File: src/rtl/coproc_io_bridge.sv
// Host request bridge: queues host reads/writes and issues them one at a time on the coprocessor IO port.
// Latency: strobe 2 cycles after accept; response at +3 for writes and unmapped requests, +3+READ_LAT for reads.
// Backpressure: req_ready = FIFO not full; resp_ready low stalls the FSM in RESP while the FIFO keeps filling.
//
// Ports: clk/reset (async, active-high); host request channel req_valid/req_ready/req_write/req_addr/req_data;
// host response channel resp_valid/resp_ready/resp_data/resp_err; busy; core side coprocessorIOAddr,
// coprocessorIOControl {halt, write strobe, read strobe}, coprocessorIODataOut, coprocessorIODataIn.
// Option macro COPROC_BRIDGE_HALT_EN: drive coprocessorIOControl[2] while busy and hold strobes until it is up.

module coproc_io_bridge #(
    parameter int N        = 64,
    parameter int DEPTH    = 4,
    parameter int READ_LAT = 1
) (
    input  logic         clk,
    input  logic         reset,
    input  logic         req_valid,
    output logic         req_ready,
    input  logic         req_write,
    input  logic [14:0]  req_addr,
    input  logic [N-1:0] req_data,
    output logic         resp_valid,
    input  logic         resp_ready,
    output logic [N-1:0] resp_data,
    output logic         resp_err,
    output logic         busy,
    output logic [14:0]  coprocessorIOAddr,
    output logic [2:0]   coprocessorIOControl,
    output logic [N-1:0] coprocessorIODataOut,
    input  logic [N-1:0] coprocessorIODataIn
);

    localparam int AW = $clog2(DEPTH);

    typedef struct packed {
        logic         write;
        logic [14:0]  addr;
        logic [N-1:0] data;
    } req_t;

    typedef enum logic [1:0] {S_IDLE, S_ISSUE, S_WAIT, S_RESP} state_t;

    req_t        mem [DEPTH];
    req_t        head;
    logic [AW:0] wr_ptr;
    logic [AW:0] rd_ptr;
    logic        empty;
    logic        full;
    logic        push;
    logic        pop;
    logic        halt;
    logic        issue_ok;

    state_t      state;
    logic        cmd_write;
    logic        cmd_unmapped;
    logic [1:0]  strobe;
    logic [2:0]  lat_cnt;

    // Pointers carry one extra wrap bit so full and empty are distinguishable.
    assign empty     = (wr_ptr == rd_ptr);
    assign full      = (wr_ptr[AW] != rd_ptr[AW]) && (wr_ptr[AW-1:0] == rd_ptr[AW-1:0]);
    assign req_ready = !full;
    // A push while full is refused even if the FSM pops the same cycle.
    assign push      = req_valid && !full;
    assign head      = mem[rd_ptr[AW-1:0]];
    assign pop       = (state == S_IDLE) && !empty && issue_ok;
    assign busy      = !empty || (state != S_IDLE);

    assign coprocessorIOControl = {halt, strobe};

`ifdef COPROC_BRIDGE_HALT_EN
    // Halt follows busy by one cycle, so it rises before the first pop of a
    // burst and falls one cycle after the bridge goes idle.
    always_ff @(posedge clk or posedge reset) begin
        if (reset) begin
            halt <= 1'b0;
        end else begin
            halt <= busy;
        end
    end
    assign issue_ok = halt;
`else
    assign halt     = 1'b0;
    assign issue_ok = 1'b1;
`endif

    // Storage is not reset: emptiness is defined by the pointers alone.
    always_ff @(posedge clk) begin
        if (push) begin
            mem[wr_ptr[AW-1:0]] <= '{write: req_write, addr: req_addr, data: req_data};
        end
    end

    always_ff @(posedge clk or posedge reset) begin
        if (reset) begin
            wr_ptr               <= '0;
            rd_ptr               <= '0;
            state                <= S_IDLE;
            cmd_write            <= 1'b0;
            cmd_unmapped         <= 1'b0;
            strobe               <= 2'b00;
            lat_cnt              <= 3'd0;
            resp_valid           <= 1'b0;
            resp_data            <= '0;
            resp_err             <= 1'b0;
            coprocessorIOAddr    <= '0;
            coprocessorIODataOut <= '0;
        end else begin
            if (push) begin
                wr_ptr <= wr_ptr + 1'b1;
            end
            if (pop) begin
                rd_ptr <= rd_ptr + 1'b1;
            end

            case (state)
                S_IDLE: begin
                    if (pop) begin
                        cmd_write    <= head.write;
                        cmd_unmapped <= (head.addr[14:12] == 3'b111);
                        state        <= S_ISSUE;
                        // Strobe and address are registered here so they are
                        // visible exactly during the ISSUE cycle.
                        if (head.addr[14:12] != 3'b111) begin
                            coprocessorIOAddr <= head.addr;
                            strobe            <= head.write ? 2'b10 : 2'b01;
                            if (head.write) begin
                                coprocessorIODataOut <= head.data;
                            end
                        end
                    end
                end
                S_ISSUE: begin
                    strobe <= 2'b00;
                    if (cmd_unmapped || cmd_write) begin
                        resp_valid <= 1'b1;
                        resp_data  <= '0;
                        resp_err   <= cmd_unmapped;
                        state      <= S_RESP;
                    end else begin
                        lat_cnt <= 3'(READ_LAT - 1);
                        state   <= S_WAIT;
                    end
                end
                S_WAIT: begin
                    if (lat_cnt == 3'd0) begin
                        resp_valid <= 1'b1;
                        resp_data  <= coprocessorIODataIn;
                        resp_err   <= 1'b0;
                        state      <= S_RESP;
                    end else begin
                        lat_cnt <= lat_cnt - 3'd1;
                    end
                end
                S_RESP: begin
                    if (resp_ready) begin
                        resp_valid <= 1'b0;
                        resp_data  <= '0;
                        resp_err   <= 1'b0;
                        state      <= S_IDLE;
                    end
                end
                default: state <= S_IDLE;
            endcase
        end
    end

endmodule

File: config.mk
export PLATFORM = sky130hd
export DESIGN_NAME = coproc_io_bridge
export DESIGN_NICKNAME = d
export VERILOG_FILES = /design/src/rtl/coproc_io_bridge.sv
export SDC_FILE = /design/constraint.sdc
export NUM_CORES = 1
export LEC_CHECK = 0
export ABC_CLOCK_PERIOD_IN_PS = 4900
export CORE_ASPECT_RATIO = 0.5
export CORE_UTILIZATION = 35
export DETAILED_ROUTE_END_ITERATION = 6
export HOLD_SLACK_MARGIN = 0.05
export PLACE_DENSITY = 0.55
export SLEW_MARGIN = 25
export SYNTH_ARGS = -nofsm -noshare
export SYNTH_HDL_FRONTEND = slang
export SYNTH_SLANG_ARGS = --single-unit
File: constraint.sdc
create_clock -name clk -period 4.9 [get_ports clk]
set_input_delay 0.49 -clock clk [delete_from_list [all_inputs] [get_ports clk]]
set_output_delay 0.49 -clock clk [all_outputs]
set_load 0.02 [all_outputs]
Word level (Yosys, flattened, before mapping)
Memories as Yosys holds them, arrays and structs flattened.
Cells that the tools add are included.
- $add $sub $neg: 3
- equality and inequality tests: 15
- mux-type cells: 25
- reduce and logical (&&, ||, !) cells: 20
- operator list (operator ; count):
    $mux 64 ; 3
    $pmux 64 s3 ; 1
    $mux 2 ; 6
    $ne 2x2->1 const B ; 6
    $reduce_and 3->1 ; 4
    $mux 1 ; 8
    $pmux 2 s4 ; 1
    $reduce_and 4->1 ; 2
    $add 3x1->3 const B ; 2
    $mux 3 ; 2
    $pmux 1 s3 ; 2
    $pmux 3 s2 ; 1
    $reduce_bool 2->1 ; 3
    $eq 2x2->1 const B ; 2
    $pmux 2 s2 ; 1
    $eq 3x3->1 ; 1
    $eq 3x3->1 const B ; 1
    $logic_and 1x1->1 ; 3
    $logic_not 3->1 ; 1
    $ne 3x3->1 const B ; 1
    $reduce_bool 3->1 ; 1
    $sub 3x1->3 const B ; 1
    $eq 2x1->1 const B ; 1
    $eq 2x2->1 ; 1
    6 further kinds ; 8
- bits in registers: 160
- bits in writable memories: 320
- input bits: 148
- output and inout port bits: 150
- word-level logic and storage cells: 76
- memories kept: 1
- memories (memory ; depth ; bits a word ; rd ports ; clocked after memory_dff ; write ports ; line ; RTL):
    mem ; 4 ; 80 ; 1 ; 0 ; 1 ; 43 ; req_t mem [DEPTH];

Longest topological paths before layout
Gate-level depths: netlist (run 1).
- depth in word-level cells: 6
- depth in mapped cells: 10
- gate-level depth less buffers: 7

Least setup slack after synthesis (run 1)
OpenSTA, ideal clock, no wires.
- path type: reg-to-reg
- from: register rd_ptr[1]
- to: memory mem[3][0] in the netlist's numbering (enable)
- setup time: 0.449 ns
- arrival: 3.106 ns
- data required time: 4.451 ns
- setup slack: 1.345 ns
- cell stages (with the launch flop): 5
- buffers on the path: 1
- clock period less this slack: 3.555 ns
- cell sequence: dfrtp_1 buf_2 xor2_1 o31a_1 and2_1
- word-level cells in the longest chain between the ends: 6
- RTL lines (item ; line ; RTL):
    start, declared ; 46 ; logic [AW:0] rd_ptr;
    start signal, assigned ; 114 ; rd_ptr <= rd_ptr + 1'b1;
    $eq 2x2->1 ; 62 ; assign full = (wr_ptr[AW] != rd_ptr[AW]) && (wr_ptr[AW-1:0] == rd_ptr[AW-1:0]);
    $logic_and 1x1->1 ; 62 ;
    $logic_not 1->1 ; 65 ; assign push = req_valid && !full;
    $logic_and 1x1->1 ; 65 ;
    $mux 1 ; 90 ; if (push) begin
    $mux 1 (not written as such) ; 91 ; mem[wr_ptr[AW-1:0]] <= '{write: req_write, addr: req_addr, data: req_data};
    end, declared ; 43 ;
Every way passes these cells.

Worst setup path after layout (run 1)
- from: register rd_ptr[1]
- to: memory mem[2][34] in the netlist's numbering (enable)
Same word-level chain as after synthesis.

==> results of run 1 <==
[power groups by stage]
stage	clock (uW)	sequential [uW]	combinational, uW
6_report	3420	6320	5680
5_1_grt	3700	6470	6090
4_1_cts	3530	6350	5820
3_5_place_dp	0	6430	5810
3_3_place_gp	0	6380	5720
2_1_floorplan	0	6840	3150
[registers in the layout, summed over array words and instances, names as in the netlist, 2 cells and up]
name,cells
lat_cnt,3
strobe,2
rd_ptr,3
coprocessorIODataOut,64
state,2
wr_ptr,3
coprocessorIOAddr,15
resp_data,64
mem,320
[metal layers]
metal / vias up / part of all wire [%]
met3: 47 / 3.8
met2: 175 / 54
met4: 0 / 1.4
met1: 4875 / 41
met5: - / 0
li1: 4299 / -
[synth_stat cells (2+ instances only)]
cell type / instances / share of area (%)
edfxtp_1: 320 / 52
dfrtp_1: 160 / 22
nand2_1: 137 / 2.8
mux4_2: 80 / 9.8
nand3_1: 66 / 1.8
mux2_4: 60 / 4.9
clkbuf_1: 32 / 0.66
mux2_2: 20 / 1.2
ha_1: 12 / 0.82
inv_1: 10 / 0.20
buf_1: 6 / 0.12
buf_12: 6 / 0.66
xnor2_1: 5 / 0.24
xor2_1: 5 / 0.24
and2_1: 4 / 0.14
o21ai_0: 4 / 0.11
a22o_1: 3 / 0.14
buf_6: 3 / 0.18
nor2_1: 3 / 0.061
buf_4: 2 / 0.082
nor2b_1: 2 / 0.068
nor3_1: 2 / 0.055
o22a_1: 2 / 0.096
o31ai_1: 2 / 0.082
or2_2: 2 / 0.068
[final cells by class]
| class | count | area, um^2 | share of cell area (%) |
|---|---|---|---|
| timing repair buffer | 309 | 3120 | 13.3 |
| tap | 690 | 863 | 3.68 |
| multi-input combinational | 429 | 4370 | 18.6 |
| sequential | 480 | 13600 | 58.1 |
| inverter | 10 | 45.0 | 0.192 |
| clock inverter | 22 | 214 | 0.912 |
| clock buffer | 61 | 1220 | 5.19 |
[worst paths after layout]
kind | from | endpoint | slack, ns | depth (start not counted)
worst min register to register | resp_data[33] | resp_data[33] | 0.46 | 2
worst max register to register | rd_ptr[1] | mem[2][34] | 1.61 | 4
min in group asynchronous | reset | resp_data[8] | 0.49 | 2
worst max-delay path | rd_ptr[1] | mem[2][34] | 1.61 | 4
max in group asynchronous | reset | rd_ptr[1] | 3.50 | 3
worst min-delay path | resp_data[33] | resp_data[33] | 0.46 | 2
[cell families (layout without fill, tap and decap cells)]
kind of cell	Yosys count	in the layout	synth area share, %
DFF	480	480	74.3
and+or+nand+nor	224	224	5.42
muxes	161	161	16.0
buffers and inverters	60	402	1.93
AOI/OAI and AO/OA	21	21	0.963
adders and majority gates	12	12	0.820
xor gates and xnor gates	10	10	0.478
other	1	1	0.0205
[per-stage QoR]
| stage | instance area, um^2 | worst slack (ns) | util (%) | hold slack (ns) | power [uW] |
|---|---|---|---|---|---|
| after detailed placement | 22000 | 1.54 | 43.2 | 0.455 | 12200 |
| after floorplan | 18300 | 0.0901 | - | 0.471 | 9990 |
| after CTS | 23500 | 1.53 | 46.0 | 0.469 | 15700 |
| after global placement | 22000 | 1.58 | 43.2 | 0.452 | 12100 |
| after global routing | 23500 | 1.42 | 46.0 | 0.478 | 16300 |
| final | 23500 | 1.61 | 46.0 | 0.463 | 15400 |
[worst max-delay path: cells and delay by family, from the launching register on]
family | cells | cell delay [ns]
XOR/XNOR | 1 | 0.40
AND/OR/NAND/NOR | 1 | 0.68
AO/OA/AOI/OAI | 1 | 0.35
flip-flops | 1 | 1.03
buffers and inverters | 1 | 0.44
==> flow_summary.toml, run 1 <==
[setup_path]
cp_slowest_stage_delay_ns = 1.03
cp_slowest_cell = "dfrtp_4"
path_cells = "xor2_1, o31a_1, and2_4, buf_4"
cp_max_fo = 58
worstPathRequired_ns = 5.12
cp.arrival_ns = 3.51
critPathLaunchType = "register"
crit_path_end_kind = "register"
path_class = "reg -> reg"

[drt]
drt.antenna.violating_nets = 0
wl_per_cell_um = 20.1
num_vias = 9396
drc = 0
drt_iter0_drc = 449
dr.pass1.iters = 6
viasPerCell = 4.70
wl_mm = 40.1

[power_and_ir_drop]
power_frac_clock_pct = 22.2
ir_worst_vdd_mv = 0.351
switching_power_uw = 5060
p_int_uw = 10400
seqPwrFrac_pct = 41.0
switching_share_pct = 32.8
p_leak_uw = 0.00869
p_per_area_nw_per_um2 = 657
pwr-share-comb_pct = 36.8

[clocking]
cts_resized = 0
clkLatencyLatePin_ns = 0.57
clock-root-buffer = "clkbuf_16"
hold_buffers = 0
numCtsBuffers = 45
h-tree-depth = 2
clkTransAtPathRegs_ns = 0.06
cts_tree = "done"
cts_setup_buffers = 0
cts_sinks = 480
max-clock-path-buffers = 3

[synthesis]
syn-num-nets = 1129
ys_ff_latch = 480
yosysWarnings = 0
netlist_area_um2 = 18300
ys_seq_area_share_pct = 74.3
syn_inst = 969
synth_edf_count = 320
async_flop_share_pct = 33.3
synth.distinct_cells = 46
synth_flop_cell = "edfxtp_1"
syn_avg_cell_area_um2 = 18.9

[placed_design]
dpl.cell_count = 1918
place_hpwl_mm = 24.9
gp_congestion = 0.758
portBuffers = 296

[layout]
final_common_cell = "edfxtp_1"
syn_to_final_growth_pct = 28.1
final.fill_count = 4367
layout.nets = 1435
fin_cells = 2001
final_cell_mix = "edfxtp_1 (320), clkdlybuf4s50_1 (296), dfrtp_1 (158)"
n_antenna_cell = 0
drive_above_1_share_pct = 19.4

[die]
die_w_um = 326
die_area_um2 = 53300
coreArea_um2 = 50900
die-height_um = 164
initial_utilization_pct = 36.0
num_rows = 58
ios = 298

[global_route]
grtUsageTotal_pct = 15.3
use_met2_pct = 28.1
overflow = 0
busiest_layer = "met2"
grt_use_met3_pct = 2.78
grt_max_degree = 99
grt_pass1_wl_mm = 62.5
grt_pass1_vias = 10200
antenna_found_initial = 0
grt_util_met1_pct = 18.9

[job]
drv_cap = 0

[timing]
final.period_utilization_pct = 67.2
finalCriticalPeriod_ns = 3.29
setup_viol = 0
max_slew.worst_pin.slew_ns = 0.939
skew_ns = 0.0290
fmax_mhz = 304
relSlewSlack_pct = 37.4
finalMaxSlewViolations = 0
timing_hold_violations_final = 0
tns_ns = 0
rsz0062_at_grt = "no"

[min_path]
hp-class = "reg -> reg"

[outcome]
run_status = "completed"
No activity file was read; power rests on OpenSTA's default activity.
==> run 2, diff against run 1 <==
ABC_CLOCK_PERIOD_IN_PS = 2870   (was 4900)
clock period = 2.87 ns   (was 4.9 ns; I/O delays follow)
==> run 2 against run 1 <==
Net effect: register-to-register slack worse by 1.0 ns; clock skew is 0.0089 ns lower; critical path depth stayed put; core utilization is 0.57 points higher; total power is 72% higher; sequential cell count stayed put; combinational power is 83% higher; die area stayed put; critical path type is now reg -> out; critical endpoint is now busy; largest cell class unchanged.
==> flow_summary.toml, run 2 (same netlist as run 1, synthesis figures left out) <==
[power_and_ir_drop]
p_per_area_nw_per_um2 = 1120
ir_worst_vdd_mv = 0.522
p_leak_uw = 0.00881

[timing]
final.period_utilization_pct = 93.2
tns_ns = 0
max_slew.worst_pin.slew_ns = 0.695
finalCriticalPeriod_ns = 2.68
relSlewSlack_pct = 53.7
skew_ns = 0.0200
finalMaxSlewViolations = 0
setup_viol = 0
fmax_mhz = 374
rsz0062_at_grt = "no"
timing_hold_violations_final = 0

[outcome]
run_status = "completed"

[layout]
final.fill_count = 4340
fin_cells = 2026
largest_register_ffs = 320
fin_util_pct = 46.6
final_common_cell = "edfxtp_1"
final_cell_mix = "edfxtp_1 (320), clkdlybuf4s50_1 (296), dfrtp_1 (158)"
drive_above_1_share_pct = 20.2
layout.nets = 1457
final_cell_area_um2 = 23700
syn_to_final_growth_pct = 29.6

[setup_path]
cp.arrival_ns = 2.39
worstPathRequired_ns = 2.58
ff2ff_path_depth = 4
crit_path_end_kind = "primary output"
reg2reg_slack_ns = 0.59
timing.rr.start = "rd_ptr[1]"
cp_max_fo = 5
path_class = "reg -> out"
critPathLaunchType = "register"
r2r_end = "mem[2][30]"

[clocking]
cts_tree = "done"
clkLatencyLatePin_ns = 0.56
cts_sinks = 480
cts_setup_buffers = 0
numCtsBuffers = 45
h-tree-depth = 2
cts_resized = 0
clkTransAtPathRegs_ns = 0.06
max-clock-path-buffers = 3
clock-root-buffer = "clkbuf_16"

[die]
die-height_um = 164
coreArea_um2 = 50900
die_area_um2 = 53300
initial_utilization_pct = 36.0
num_rows = 58
ios = 298
die_w_um = 326

[placed_design]
placed_cell_area_um2 = 22300
gp_congestion = 0.761
portBuffers = 296
place_hpwl_mm = 26.7
dpl.cell_count = 1939

[drt]
num_vias = 9551
drt.antenna.violating_nets = 0
drt_iter0_drc = 462
dr.pass1.iters = 4
viasPerCell = 4.71
drc = 0
wl_mm = 41.4
wl_per_cell_um = 20.5

[global_route]
overflow = 0
grt_use_met3_pct = 3.07
busiest_layer = "met2"
antenna_found_initial = 1
grt_pass1_wl_mm = 63.3
use_met2_pct = 28.3
grtUsageTotal_pct = 15.6
grt_util_met1_pct = 19.3
grt_pass1_vias = 10300
grt_max_degree = 70

[min_path]
hold_start = "coprocessorIODataIn[19]"
hold_path_depth = 3
holdPathEnd = "resp_data[19]"
hp-class = "in -> reg"

[job]
drv_cap = 0
-- run 2: changes by cell type in the layout (fill, tap and decap cells not counted), sizes merged --
cell         previous run  this run
diode                   0         2
clkbuf                 61        68
clkinvlp                0         1
clkinv                 19        15
dlygate4sd3             0         1
bufinv                  3         0
buf                    13        34
-- run 2: report_power, final --
part | internal (uW) | leakage, uW | total (uW) | switching, uW
combinational | 5110 | 0.00320 | 10400 | 5290
sequential | 9620 | 0.00494 | 10500 | 927
clock | 3090 | 0.000672 | 5610 | 2520
total | 17800 | 0.00881 | 26500 | 8730
-- run 2: worst max-delay path, stage by stage (launching register included) --
cell and delay [ns]:
dfrtp_1 0.41, inv_1 0.15, ha_1 0.36, nand4_1 0.25
clkdlybuf4s50_1 0.66
-- run 2: per-stage QoR --
stage / hold WS, ns / total power (uW) / setup slack (ns)
2_1_floorplan: 0.386 / 17000 / 0.210
3_3_place_gp: 0.452 / 21100 / 0.613
3_5_place_dp: 0.455 / 21300 / 0.573
4_1_cts: 0.256 / 27000 / 0.142
5_1_grt: 0.269 / 28000 / 0.0535
6_report: 0.291 / 26500 / 0.194
-- run 2: final cells by class --
type	instances	area, um^2	area share [%]
sequential	480	13600	57.4
clock buffer	68	1270	5.36
clock inverter	16	105	0.443
antenna	2	5.00	0.0211
timing repair buffer	331	3470	14.6
inverter	10	41.3	0.174
tap	690	863	3.64
multi-input combinational	429	4370	18.4
-- run 2: routing by layer --
metal / part of all wire, % / vias to the layer above
li1: - / 4353
met1: 42 / 4964
met2: 53 / 187
met3: 3.8 / 47
met4: 1.7 / 0
met5: 0 / -
-- run 2: how the worst max path moves through the flow --
stage,from,cells after the start,to,slack [ns]
after floorplan,rd_ptr[1],4,mem[3][0],0.21
after global placement,rd_ptr[0],5,coprocessorIODataOut[63],0.61
after detailed placement,rd_ptr[1],4,mem[1][49],0.57
after CTS,state[0],4,busy,0.14
after global routing,state[0],4,busy,0.05
final,state[0],4,busy,0.19
-- run 2: repair_timing --
item / CTS / global route
endpoints found under the hold margin: 4 / 0
endpoints found under the setup margin: 0 / 0
hold buffers: 1 / 0
